`config.mk`:
```
export PLATFORM = sky130hd
export DESIGN_NAME = led_blink_ctrl
export DESIGN_NICKNAME = d
export VERILOG_FILES = /design/src/rtl/led_blink_pkg.sv /design/src/rtl/led_blink_ch.sv /design/src/rtl/led_blink_ctrl.sv
export SDC_FILE = /design/constraint.sdc
export NUM_CORES = 1
export LEC_CHECK = 0
export CORE_UTILIZATION = 35
export DETAILED_ROUTE_END_ITERATION = 12
export PLACE_DENSITY_LB_ADDON = 0.25
export SETUP_SLACK_MARGIN = 0.3
export SYNTH_ARGS = -nofsm -noshare
export SYNTH_HDL_FRONTEND = slang
export SYNTH_SLANG_ARGS = --single-unit
```
`constraint.sdc`:
```
create_clock -name clk -period 6.4 [get_ports clk]
set_clock_uncertainty 0.15 [all_clocks]
set_input_delay 1.92 -clock clk [delete_from_list [all_inputs] [get_ports clk]]
set_output_delay 1.92 -clock clk [all_outputs]
set_load 0.03 [all_outputs]
```
`src/rtl/led_blink_pkg.sv`:
```
// Shared types and constants for the multi-channel LED blink controller.
package led_blink_pkg;

  typedef enum logic [1:0] {
    MODE_OFF   = 2'd0,
    MODE_ON    = 2'd1,
    MODE_BLINK = 2'd2,
    MODE_BURST = 2'd3
  } mode_e;

  localparam int unsigned BURST_W = 8;
  localparam int unsigned PWM_W   = 4;
  localparam logic [PWM_W-1:0] DUTY_RST = '1;

endpackage

```
`src/rtl/led_blink_ch.sv`:
```
// One LED channel: mode/half/burst registers, tick-driven toggler and burst counter.
// Holds a per-channel duty register when LED_BLINK_DIM_EN is defined.
module led_blink_ch
  import led_blink_pkg::*;
#(
  parameter int unsigned CNT_W = 32
) (
  input  logic               clk,
  input  logic               rst_n,
  input  logic               we,
  input  logic               tick,
  input  logic [1:0]         cfg_mode,
  input  logic [CNT_W-1:0]   cfg_half,
  input  logic [BURST_W-1:0] cfg_burst,
`ifdef LED_BLINK_DIM_EN
  input  logic [PWM_W-1:0]   cfg_duty,
  output logic [PWM_W-1:0]   duty,
`endif
  output logic               lit,
  output logic               busy,
  output logic               done
);

  mode_e               mode_q, mode_d;
  logic [CNT_W-1:0]    half_q, half_d;
  logic [CNT_W-1:0]    cnt_q, cnt_d;
  logic [BURST_W-1:0]  rem_q, rem_d;
  logic                lit_d, busy_d, done_d;
`ifdef LED_BLINK_DIM_EN
  logic [PWM_W-1:0]    duty_d;
`endif

  // Next-state: a write always wins over a coincident tick.
  always_comb begin
    mode_d = mode_q;
    half_d = half_q;
    cnt_d  = cnt_q;
    rem_d  = rem_q;
    lit_d  = lit;
    busy_d = busy;
    done_d = 1'b0;
`ifdef LED_BLINK_DIM_EN
    duty_d = duty;
`endif
    if (we) begin
      mode_d = mode_e'(cfg_mode);
      half_d = (cfg_half == '0) ? CNT_W'(1) : cfg_half;
      cnt_d  = '0;
      rem_d  = cfg_burst;
`ifdef LED_BLINK_DIM_EN
      duty_d = cfg_duty;
`endif
      case (mode_e'(cfg_mode))
        MODE_OFF: begin
          lit_d  = 1'b0;
          busy_d = 1'b0;
        end
        MODE_ON: begin
          lit_d  = 1'b1;
          busy_d = 1'b0;
        end
        MODE_BLINK: begin
          lit_d  = 1'b1;
          busy_d = 1'b1;
        end
        MODE_BURST: begin
          if (cfg_burst == '0) begin
            mode_d = MODE_OFF;
            lit_d  = 1'b0;
            busy_d = 1'b0;
            done_d = 1'b1;
          end else begin
            lit_d  = 1'b1;
            busy_d = 1'b1;
          end
        end
      endcase
    end else if (tick && (mode_q == MODE_BLINK || mode_q == MODE_BURST)) begin
      if (cnt_q == half_q - CNT_W'(1)) begin
        cnt_d = '0;
        lit_d = ~lit;
        // Falling edges consume burst pulses; the last one retires the channel.
        if (mode_q == MODE_BURST && lit) begin
          rem_d = rem_q - BURST_W'(1);
          if (rem_q == BURST_W'(1)) begin
            mode_d = MODE_OFF;
            busy_d = 1'b0;
            done_d = 1'b1;
          end
        end
      end else begin
        cnt_d = cnt_q + CNT_W'(1);
      end
    end
  end

  // State register.
  always_ff @(posedge clk or negedge rst_n) begin
    if (!rst_n) begin
      mode_q <= MODE_OFF;
      half_q <= '0;
      cnt_q  <= '0;
      rem_q  <= '0;
      lit    <= 1'b0;
      busy   <= 1'b0;
      done   <= 1'b0;
`ifdef LED_BLINK_DIM_EN
      duty   <= DUTY_RST;
`endif
    end else begin
      mode_q <= mode_d;
      half_q <= half_d;
      cnt_q  <= cnt_d;
      rem_q  <= rem_d;
      lit    <= lit_d;
      busy   <= busy_d;
      done   <= done_d;
`ifdef LED_BLINK_DIM_EN
      duty   <= duty_d;
`endif
    end
  end

endmodule

```
`src/rtl/led_blink_ctrl.sv`:
```
// Multi-channel LED blink controller: shared prescaler, write decode, NUM_CH channels.
// Define LED_BLINK_DIM_EN to add per-channel 4-bit PWM dimming (cfg_duty).
module led_blink_ctrl
  import led_blink_pkg::*;
#(
  parameter  int unsigned NUM_CH   = 4,
  parameter  int unsigned CNT_W    = 32,
  parameter  int unsigned PRESCALE = 10,
  localparam int unsigned CH_W     = (NUM_CH > 1) ? $clog2(NUM_CH) : 1
) (
  input  logic               clk,
  input  logic               rst_n,
  input  logic               cfg_we,
  input  logic [CH_W-1:0]    cfg_ch,
  input  logic [1:0]         cfg_mode,
  input  logic [CNT_W-1:0]   cfg_half,
  input  logic [BURST_W-1:0] cfg_burst,
`ifdef LED_BLINK_DIM_EN
  input  logic [PWM_W-1:0]   cfg_duty,
`endif
  output logic [NUM_CH-1:0]  led,
  output logic [NUM_CH-1:0]  busy,
  output logic [NUM_CH-1:0]  done
);

  localparam int unsigned PRE_W = (PRESCALE > 1) ? $clog2(PRESCALE) : 1;

  logic [PRE_W-1:0]  pre_q, pre_d;
  logic              tick_c;
  logic [NUM_CH-1:0] lit_w;
  logic [NUM_CH-1:0] busy_w;
  logic [NUM_CH-1:0] done_w;
`ifdef LED_BLINK_DIM_EN
  logic [PWM_W-1:0]  duty_w [NUM_CH];
`endif

  // Free-running prescaler; writes never disturb its phase.
  assign tick_c = (pre_q == PRE_W'(PRESCALE - 1));

  always_comb begin
    pre_d = pre_q + PRE_W'(1);
    if (tick_c) pre_d = '0;
  end

  always_ff @(posedge clk or negedge rst_n) begin
    if (!rst_n) pre_q <= '0;
    else        pre_q <= pre_d;
  end

  // Out-of-range channel numbers match no instance and are dropped.
  for (genvar i = 0; i < NUM_CH; i++) begin : g_ch
    led_blink_ch #(
      .CNT_W (CNT_W)
    ) u_ch (
      .clk       (clk),
      .rst_n     (rst_n),
      .we        (cfg_we && (cfg_ch == CH_W'(i))),
      .tick      (tick_c),
      .cfg_mode  (cfg_mode),
      .cfg_half  (cfg_half),
      .cfg_burst (cfg_burst),
`ifdef LED_BLINK_DIM_EN
      .cfg_duty  (cfg_duty),
      .duty      (duty_w[i]),
`endif
      .lit       (lit_w[i]),
      .busy      (busy_w[i]),
      .done      (done_w[i])
    );
  end

  assign busy = busy_w;
  assign done = done_w;

`ifdef LED_BLINK_DIM_EN
  logic [PWM_W-1:0]  pwm_q;
  logic [NUM_CH-1:0] led_d;
  logic [NUM_CH-1:0] led_q;

  always_comb begin
    led_d = '0;
    for (int unsigned i = 0; i < NUM_CH; i++) begin
      led_d[i] = lit_w[i] & (pwm_q <= duty_w[i]);
    end
  end

  // Shared PWM phase and registered dimmed output.
  always_ff @(posedge clk or negedge rst_n) begin
    if (!rst_n) begin
      pwm_q <= '0;
      led_q <= '0;
    end else begin
      pwm_q <= pwm_q + PWM_W'(1);
      led_q <= led_d;
    end
  end

  assign led = led_q;
`else
  assign led = lit_w;
`endif

endmodule

```
### Yosys cells after proc, flatten, opt, wreduce, memory -nomap -nowiden

Index checks and enable logic that the tools add are counted.

| operators by class | value |
|---|---|
| add/sub/neg operators | 13 |
| eq/ne operators | 23 |
| multiplexer cells | 109 |
| bitwise logic cells | 4 |
| reduce and logical (&&, ||, !) cells | 50 |

Operator list:

| kind | count |
|---|---|
| 2-to-1 mux 32 bit | 13 |
| adder 32 x 1 -> 32 bit, second input constant | 4 |
| equality test 32 bit | 4 |
| 2-to-1 mux 8 bit | 16 |
| subtractor 32 x 1 -> 32 bit, second input constant | 4 |
| 2-to-1 mux 1 bit | 55 |
| 2-to-1 mux 2 bit | 22 |
| equality test 8 x 1 -> 1 bit, second input constant | 4 |
| logical NOT 32 bit | 1 |
| nonzero test 2 bit | 16 |
| subtractor 8 x 1 -> 8 bit, second input constant | 4 |
| equality test 2 bit, second input constant | 12 |
| AND reduction 4 bit | 4 |
| logical AND 1 bit | 12 |
| AND reduction 3 bit | 4 |
| logical NOT 8 bit | 1 |
| AND reduction 2 bit | 4 |
| one-hot mux 1 bit (3 select lines) | 2 |
| adder 4 x 1 -> 4 bit, second input constant | 1 |
| equality test 2 x 1 -> 1 bit, second input constant | 2 |
| equality test 4 bit, second input constant | 1 |
| logical NOT 2 bit | 2 |
| logical OR 1 bit | 4 |
| 2-to-1 mux 4 bit | 1 |
| 2 further kinds | 6 |

| storage, ports and cells | value |
|---|---|
| flip-flop bits (word level) | 312 |
| input port bits | 47 |
| output and inout port bits | 12 |

### Logic depth before layout (Yosys ltp)

| depth | value |
|---|---|
| depth after elaboration | 6 |
| depth in mapped cells | 15 |
| gate-level depth less buffers | 11 |

### Cells and area by module

A second synthesis with hierarchy kept.

| second synthesis, totals | value |
|---|---|
| cells, all modules | 2,429 |
| area total of the unflattened synthesis | 21,255.4 µm² |

By module, submodules not included:

| module | times used | cells each | area each (µm²) | sequential area each (µm²) |
|---|---|---|---|---|
| led_blink_ch (g_ch[0].u_ch ...) | 3 | 597 | 5,236.3 | 1,926.8 |
| led_blink_ch (g_ch[3].u_ch) | 1 | 618 | 5,345.1 | 1,926.8 |
| led_blink_ctrl | 1 | 20 | 201.4 | 100.1 |

### Worst setup path after synthesis

OpenSTA, ideal clock, no wires.

| timing path | value |
|---|---|
| path type | register -> register |
| from | register g_ch[1].u_ch.half_q[0] |
| to | register g_ch[1].u_ch.cnt_q[16] |
| data arrival time | 3.396 ns |
| data required time | 6.131 ns |
| setup slack | 2.735 ns |
| stages on the path, launching flop included | 15 |
| buffers on the path | 3 |
| clock period less this slack | 3.665 ns |
| path through | dfrtp_1 inv_1 ha_1 or3b_2 clkbuf_1 or4_1 a21oi_1 o21ai_0 a211oi_1 nand4_2 or2_2 buf_2 o21ai_4 buf_4 nor2_1 |

| between the ends | value |
|---|---|
| cells in the longest elaborated chain, start to end | 5 |

RTL lines:

| what | line | source |
|---|---|---|
| start, declared | led_blink_ch.sv:25 | `logic [CNT_W-1:0] half_q, half_d;` |
| start signal, assigned | led_blink_ch.sv:112 | `half_q <= half_d;` |
| subtractor 32 x 1 -> 32 bit | led_blink_ch.sv:79 | `if (cnt_q == half_q - CNT_W'(1)) begin` |
| equality test 32 bit | led_blink_ch.sv:79 |  |
| 2-to-1 mux 32 bit | led_blink_ch.sv:79 |  |
| 2-to-1 mux 32 bit | led_blink_ch.sv:78 | `end else if (tick && (mode_q == MODE_BLINK \|\| mode_q == MODE_BURST)) begin` |
| 2-to-1 mux 32 bit | led_blink_ch.sv:45 | `if (we) begin` |
| end signal, assigned | led_blink_ch.sv:113 | `cnt_q <= cnt_d;` |
| end, declared | led_blink_ch.sv:26 | `logic [CNT_W-1:0] cnt_q, cnt_d;` |

Every way passes these cells. The select of a mux whose other input is x is not followed.
A chain may end at the register's enable or synchronous reset.

### Final worst setup path

| timing path | value |
|---|---|
| from | register g_ch[3].u_ch.half_q[0] |
| to | register g_ch[3].u_ch.cnt_q[25] |

| between the ends | value |
|---|---|
| cells in the longest elaborated chain, start to end | 5 |

RTL lines:

| what | line |
|---|---|
| start, declared | led_blink_ch.sv:25 |
| start signal, assigned | led_blink_ch.sv:112 |
| subtractor 32 x 1 -> 32 bit | led_blink_ch.sv:79 |
| equality test 32 bit | led_blink_ch.sv:79 |
| 2-to-1 mux 32 bit | led_blink_ch.sv:79 |
| 2-to-1 mux 32 bit | led_blink_ch.sv:78 |
| 2-to-1 mux 32 bit | led_blink_ch.sv:45 |
| end signal, assigned | led_blink_ch.sv:113 |
| end, declared | led_blink_ch.sv:26 |

Every way passes these cells. The select of a mux whose other input is x is not followed.

==> metrics <==
outcome finished clean; GRT Total Usage 21.5%; EDFF count, synth 0; first-pass GRT wire length 94.2 mm; DRC 0; PwrDens roughly 270 nW/um2; initial antenna violation count 1; gr ovfl total 0; Pre-Repair DR Iteration Count 5; hold_buf cts 0; post-place setup slack 1680 ps; fillers 5,532; FF+latch count, synth 312; CTS resizes 0; Die Height 236 um; DRT iter0 DRCs approximately 1,300; Critical path buffers and inverters 1; Syn. warnings 0; final setup fails 0; Area after DPL 20,400 um2; via count 16,886; starting density of the core 35.6%; Distinct cells, synth 80; crit end category flop; Final Hold Vio Count 0; Reg area between 7000 and 8000 um2; Final nets 2,387; Max FO, Critical Path 14; TritonCTS Sinks 312; critical path depth 11; top cell family by delay on the critical path simple AND/OR/NAND/NOR gates; die area 55,900 um2; HP Class flop to flop; DR WL/cell around 20 um; Crit-path slowest cell nor2_1; Antenna Cells 0; GP Congestion 0.914; Final WS setup 1650 ps; share of post-route cells with drive strength above 1 5.66%; Area Growth Syn to Fin 12.7%; CTS tree yes; Worst-path clk slew 60 ps; post-synthesis average cell area 8.30 um2; ys async rst share 100%; mapped cell area 19,200 um2; Vias/cell 5.55; CTS H-tree depth 2; fin crit period 4750 ps; clock buffer depth 3; Critical Path RT about 6700 ps; Port Buffers 58; die width ~240 um; crit-path max cell delay 800 ps; Syn Inst Count 2,317; num rows 85; unrepaired setup endpoints after global routing false; Hold Slack 342 ps; Layout Cells excl Fill approximately 3,000; Pwr Total 5.85 mW; setup TNS 0 ps; syn nets 2,383; placed insts 2,977; fin area about 22,000 um2; worst-skew pair later-pin latency 590 ps; critical path class flop to flop; Max-slew headroom between 20 and 25%; Least-Margin Pin Slew 1130 ps; final period utilization 74.2%; Synth Flop Type dfrtp_1; Routed Wire Length 60.1 mm; hold path depth 2; reg2reg path depth 11; final core utilization 40.1%; CTS Root Cell clkbuf_16; ANT nets after route 0; maxcap violations 0; CTS Buf Count 38; Post-CTS Setup Inserts 0; Seq/Total Area, Yosys 40.6%; Core ar. 54,000 um2; crit path DAT 5040 ps; post-DP HPWL between 40 and 50 mm; maximum clock frequency 211 MHz; static leakage 9.33 nW; Startpoint Class flop; Final Max Tran Viols 0; CP cell instances inv_1, ha_1, nor4b_2, nand4_1, o41ai_1, o311a_1, and4b_1, nand4_1, nor2_1, nor2_1, a221o_1; largest net degree at the start of global routing 111; Top Ports 59; Multi-input gate area 10,800 um2; Worst VDD drop around 0.19 mV; vias in the first global route 16,155
==> sequential cells by signal, indices dropped and copies added, names as in the netlist <==
signal and flops:
g_ch.u_ch.busy 4, g_ch.u_ch.cnt_q 128, g_ch.u_ch.done 4, g_ch.u_ch.half_q 128, g_ch.u_ch.lit 4, g_ch.u_ch.mode_q 8, g_ch.u_ch.rem_q 32, pre_q 4
==> tightest hold or removal path, cell delays in order (launching register included) <==
cell     delay [ps]
dfrtp_1         350
nand2_1          50
nand2_1          60
==> Yosys cell counts (22+ instances only) <==
cell,number,area (um2)
xnor2_1,136,1190
o21ai_0,72,360
o31ai_1,22,165
nand2_1,523,1960
inv_1,39,146
or3_1,29,181
dfrtp_1,312,7810
and3_1,50,313
clkbuf_1,87,327
a21oi_1,37,185
nor2_1,215,807
nor3_1,89,445
or4_1,31,233
nand4_1,68,425
nand3_1,83,415
xor2_1,147,1290
nor4_1,60,375
==> cells by family after synthesis <==
family / Yosys count / synth area share (%)
AOI/OAI and AO/OA: 257 / 9.08
and+or+nand+nor: 1281 / 32.2
DFF: 312 / 40.6
adders and majority gates: 19 / 1.24
muxes: 11 / 0.592
xor gates and xnor gates: 283 / 12.9
buffers and inverters: 154 / 3.38
==> cell usage in the layout (no fill, tap or decap), drive strengths merged, types with 50 or more instances in the layout <==
master and n:
xor2 147, and3 50, nand3 84, nor4 61
o21ai 75, nor3 89, clkbuf 53, xnor2 136
nand2 523, dfrtp 312, nand4 70, clkdlybuf4s50 57
nor2 215
==> worst paths after layout <==
path | to | slack, ps | from
min in group asynchronous | g_ch[3].u_ch.cnt_q[2] | 1230 | rst_n
max | g_ch[3].u_ch.cnt_q[25] | 1650 | g_ch[3].u_ch.half_q[0]
max in group asynchronous | g_ch[3].u_ch.half_q[14] | 3570 | rst_n
min | g_ch[2].u_ch.half_q[31] | 340 | g_ch[2].u_ch.half_q[31]
max reg2reg | g_ch[3].u_ch.cnt_q[25] | 1650 | g_ch[3].u_ch.half_q[0]
min reg2reg | g_ch[2].u_ch.half_q[31] | 340 | g_ch[2].u_ch.half_q[31]
==> layout make-up <==
class / count / area share (%)
clock buffers: 53 / 5.26
clock inverters: 14 / 0.705
inverters: 39 / 0.676
multi-input cells: 1851 / 49.8
flip-flops and latches: 312 / 36.1
well taps: 696 / 4.02
repair buffers: 79 / 3.49
==> layer usage <==
metal | wire (um) | GRT usage (%) | up-vias
li1 | - | - | 8079
met1 | 27700 | 29.6 | 8184
met2 | 26400 | 32.9 | 517
met3 | 4430 | 5.34 | 106
met4 | 1640 | 6.55 | 0
met5 | 0 | 0 | -
==> power by group <==
| group | leakage, nW | total (mW) | switching [mW] | internal [mW] |
|---|---|---|---|---|
| combinational | 4.65 | 1.14 | 0.688 | 0.457 |
| sequential | 4.04 | 2.45 | 0.294 | 2.16 |
| clock | 0.643 | 2.25 | 0.919 | 1.33 |
(Power assumes the default switching activity.)
==> edit: new RTL, same flow settings <==
Register the output `led`; this adds one clock of latency there. The other outputs are not delayed to match.
--- a/src/rtl/led_blink_ctrl.sv
+++ b/src/rtl/led_blink_ctrl.sv
@@ -97,7 +97,9 @@
 
   assign led = led_q;
 `else
-  assign led = lit_w;
+  always_ff @(posedge clk) begin
+    led <= lit_w;
+  end
 `endif
 
 endmodule
Function: changed (a bounded check fails within 4 cycles, from zero or initial values and one cycle with rst_n low).
==> edit against the original RTL <==
- routed wire length grew 1.4%
- area after synthesis is 1.8% higher
- utilization fell by 0.27 points
- count of clock-buffer cells in the layout stayed put
- power up 1.5%
- worst setup slack better by 17 ps
- maximum frequency is 0.36% higher
- hold slack got worse by 41 ps
- final area increased by 1.5%
- sequential cell count rose by 4
- critical path type unchanged
- largest power group unchanged
- highest routed layer is now met5
==> edit: results (changes against the original RTL) <==
* Dpl ws at 1620 ps (-56.5 ps)
* R2R setup slack at 1670 ps (+20 ps)
* Final #Nets at 2408 (+0.88%)
* Hold wc startpoint: g_ch[1].u_ch.lit
* Via-to-Cell Ratio at 5.43 (-2.1%)
* Initial antenna violation count at 2 (+1)
* Status: completed
* Largest net degree at the start of global routing at 101 (-9.0%)
* Maximum fanout along the worst path at 13 (-1)
* Post-DP Area at 20800 sq um (+2.0%)
* Vias in the first global route at 16200 (+0.24%)
* Worst IR Drop VDD at 152 uV (-18%)
* Pleak at 9.09 nW (-2.6%)
* Net Sw Power at 1.99 mW (+4.8%)
* DR WL/cell at 19.6 um (-1.0%)
* Fraction of registers with async set/reset at 0.987 (-0.0127)
* Slowest cell on crit path: nor3_2
* HPWL after DPL at 43300 um (+0.98%)
* R2R Path End: g_ch[0].u_ch.mode_q[0]
* Hold path depth at 0 (-2)
* P_comb at 1.25 mW (+9.6%)
* Synth cell types at 91 (+14%)
* Wirelength, routed at 61000 um (+1.4%)
* Sequential area share after synthesis at 0.403 (-0.00328)
* Clock power frac at 0.359 (-0.026)
* Crit share post-route at 0.739 (-0.00267)
* Area contributors post-synth: dfrtp_1 (40%), nand2_1 (9.9%), xnor2_1 (7.0%)
* Ys Warns at 0 (unchanged)
* Worst R2R Path Depth at 9 (-2)
* Most frequent cells after synthesis: nand2_1 (516), dfrtp_1 (312), nor2_1 (209)
* Sw frac at 0.336 (+0.0107)
* Layout cells sized above 1 at 0.0654 (+0.00878)
* Final hold slack at 301 ps (-41.5 ps)
* Root Buffer: clkbuf_16
* First-pass DRT Iterations at 7 (+2)
* Endpoint, Worst Hold: led[1]
* Max incr delay on CP at 660 ps (-140 ps)
* Instance count of the mapped netlist at 2339 (+0.95%)
* Initial DRC Count at 1394 (+6.2%)
* GR Util All Layers at 0.217 (+0.00218)
* Max-slew headroom at 0.186 (-0.0582)
* RR Startpoint: g_ch[0].u_ch.half_q[8]
edit: cell types whose count changed after synthesis, moves of 11 or more:
cell	before	now
nor3_1	89	66
a21oi_1	37	50
or3_1	29	42
and3_1	50	29
nor4_1	60	85
xor2_1	147	115
nor4_2	0	11
xnor2_1	136	157
nand4_1	68	53
inv_1	39	56
edit: kinds of logic after synthesis:
logic type,Yosys count,synth area share
buf+inv,175,0.0391
mux,23,0.0123
xor+xnor,272,0.122
compound gates,278,0.0951
flops,316,0.403
fa+ha+maj,19,0.0121
simple gates,1256,0.317
edit: metal layers:
layer,wire (um),vias up,GRT usage
li1,-,8162,-
met4,1980,4,0.0839
met1,27800,8250,0.298
met2,27800,413,0.342
met3,3390,102,0.0342
met5,22,-,0
edit: cell type report:
type	instances	area [sq um]
Clock inverter	14	123
Antenna cell	2	5.00
Sequential cell	316	7890
Tap cell	748	936
Fill cell	5584	33200
Multi-Input combinational cell	1848	10900
Timing Repair Buffer	81	783
Inverter	57	214
Clock buffer	53	1080
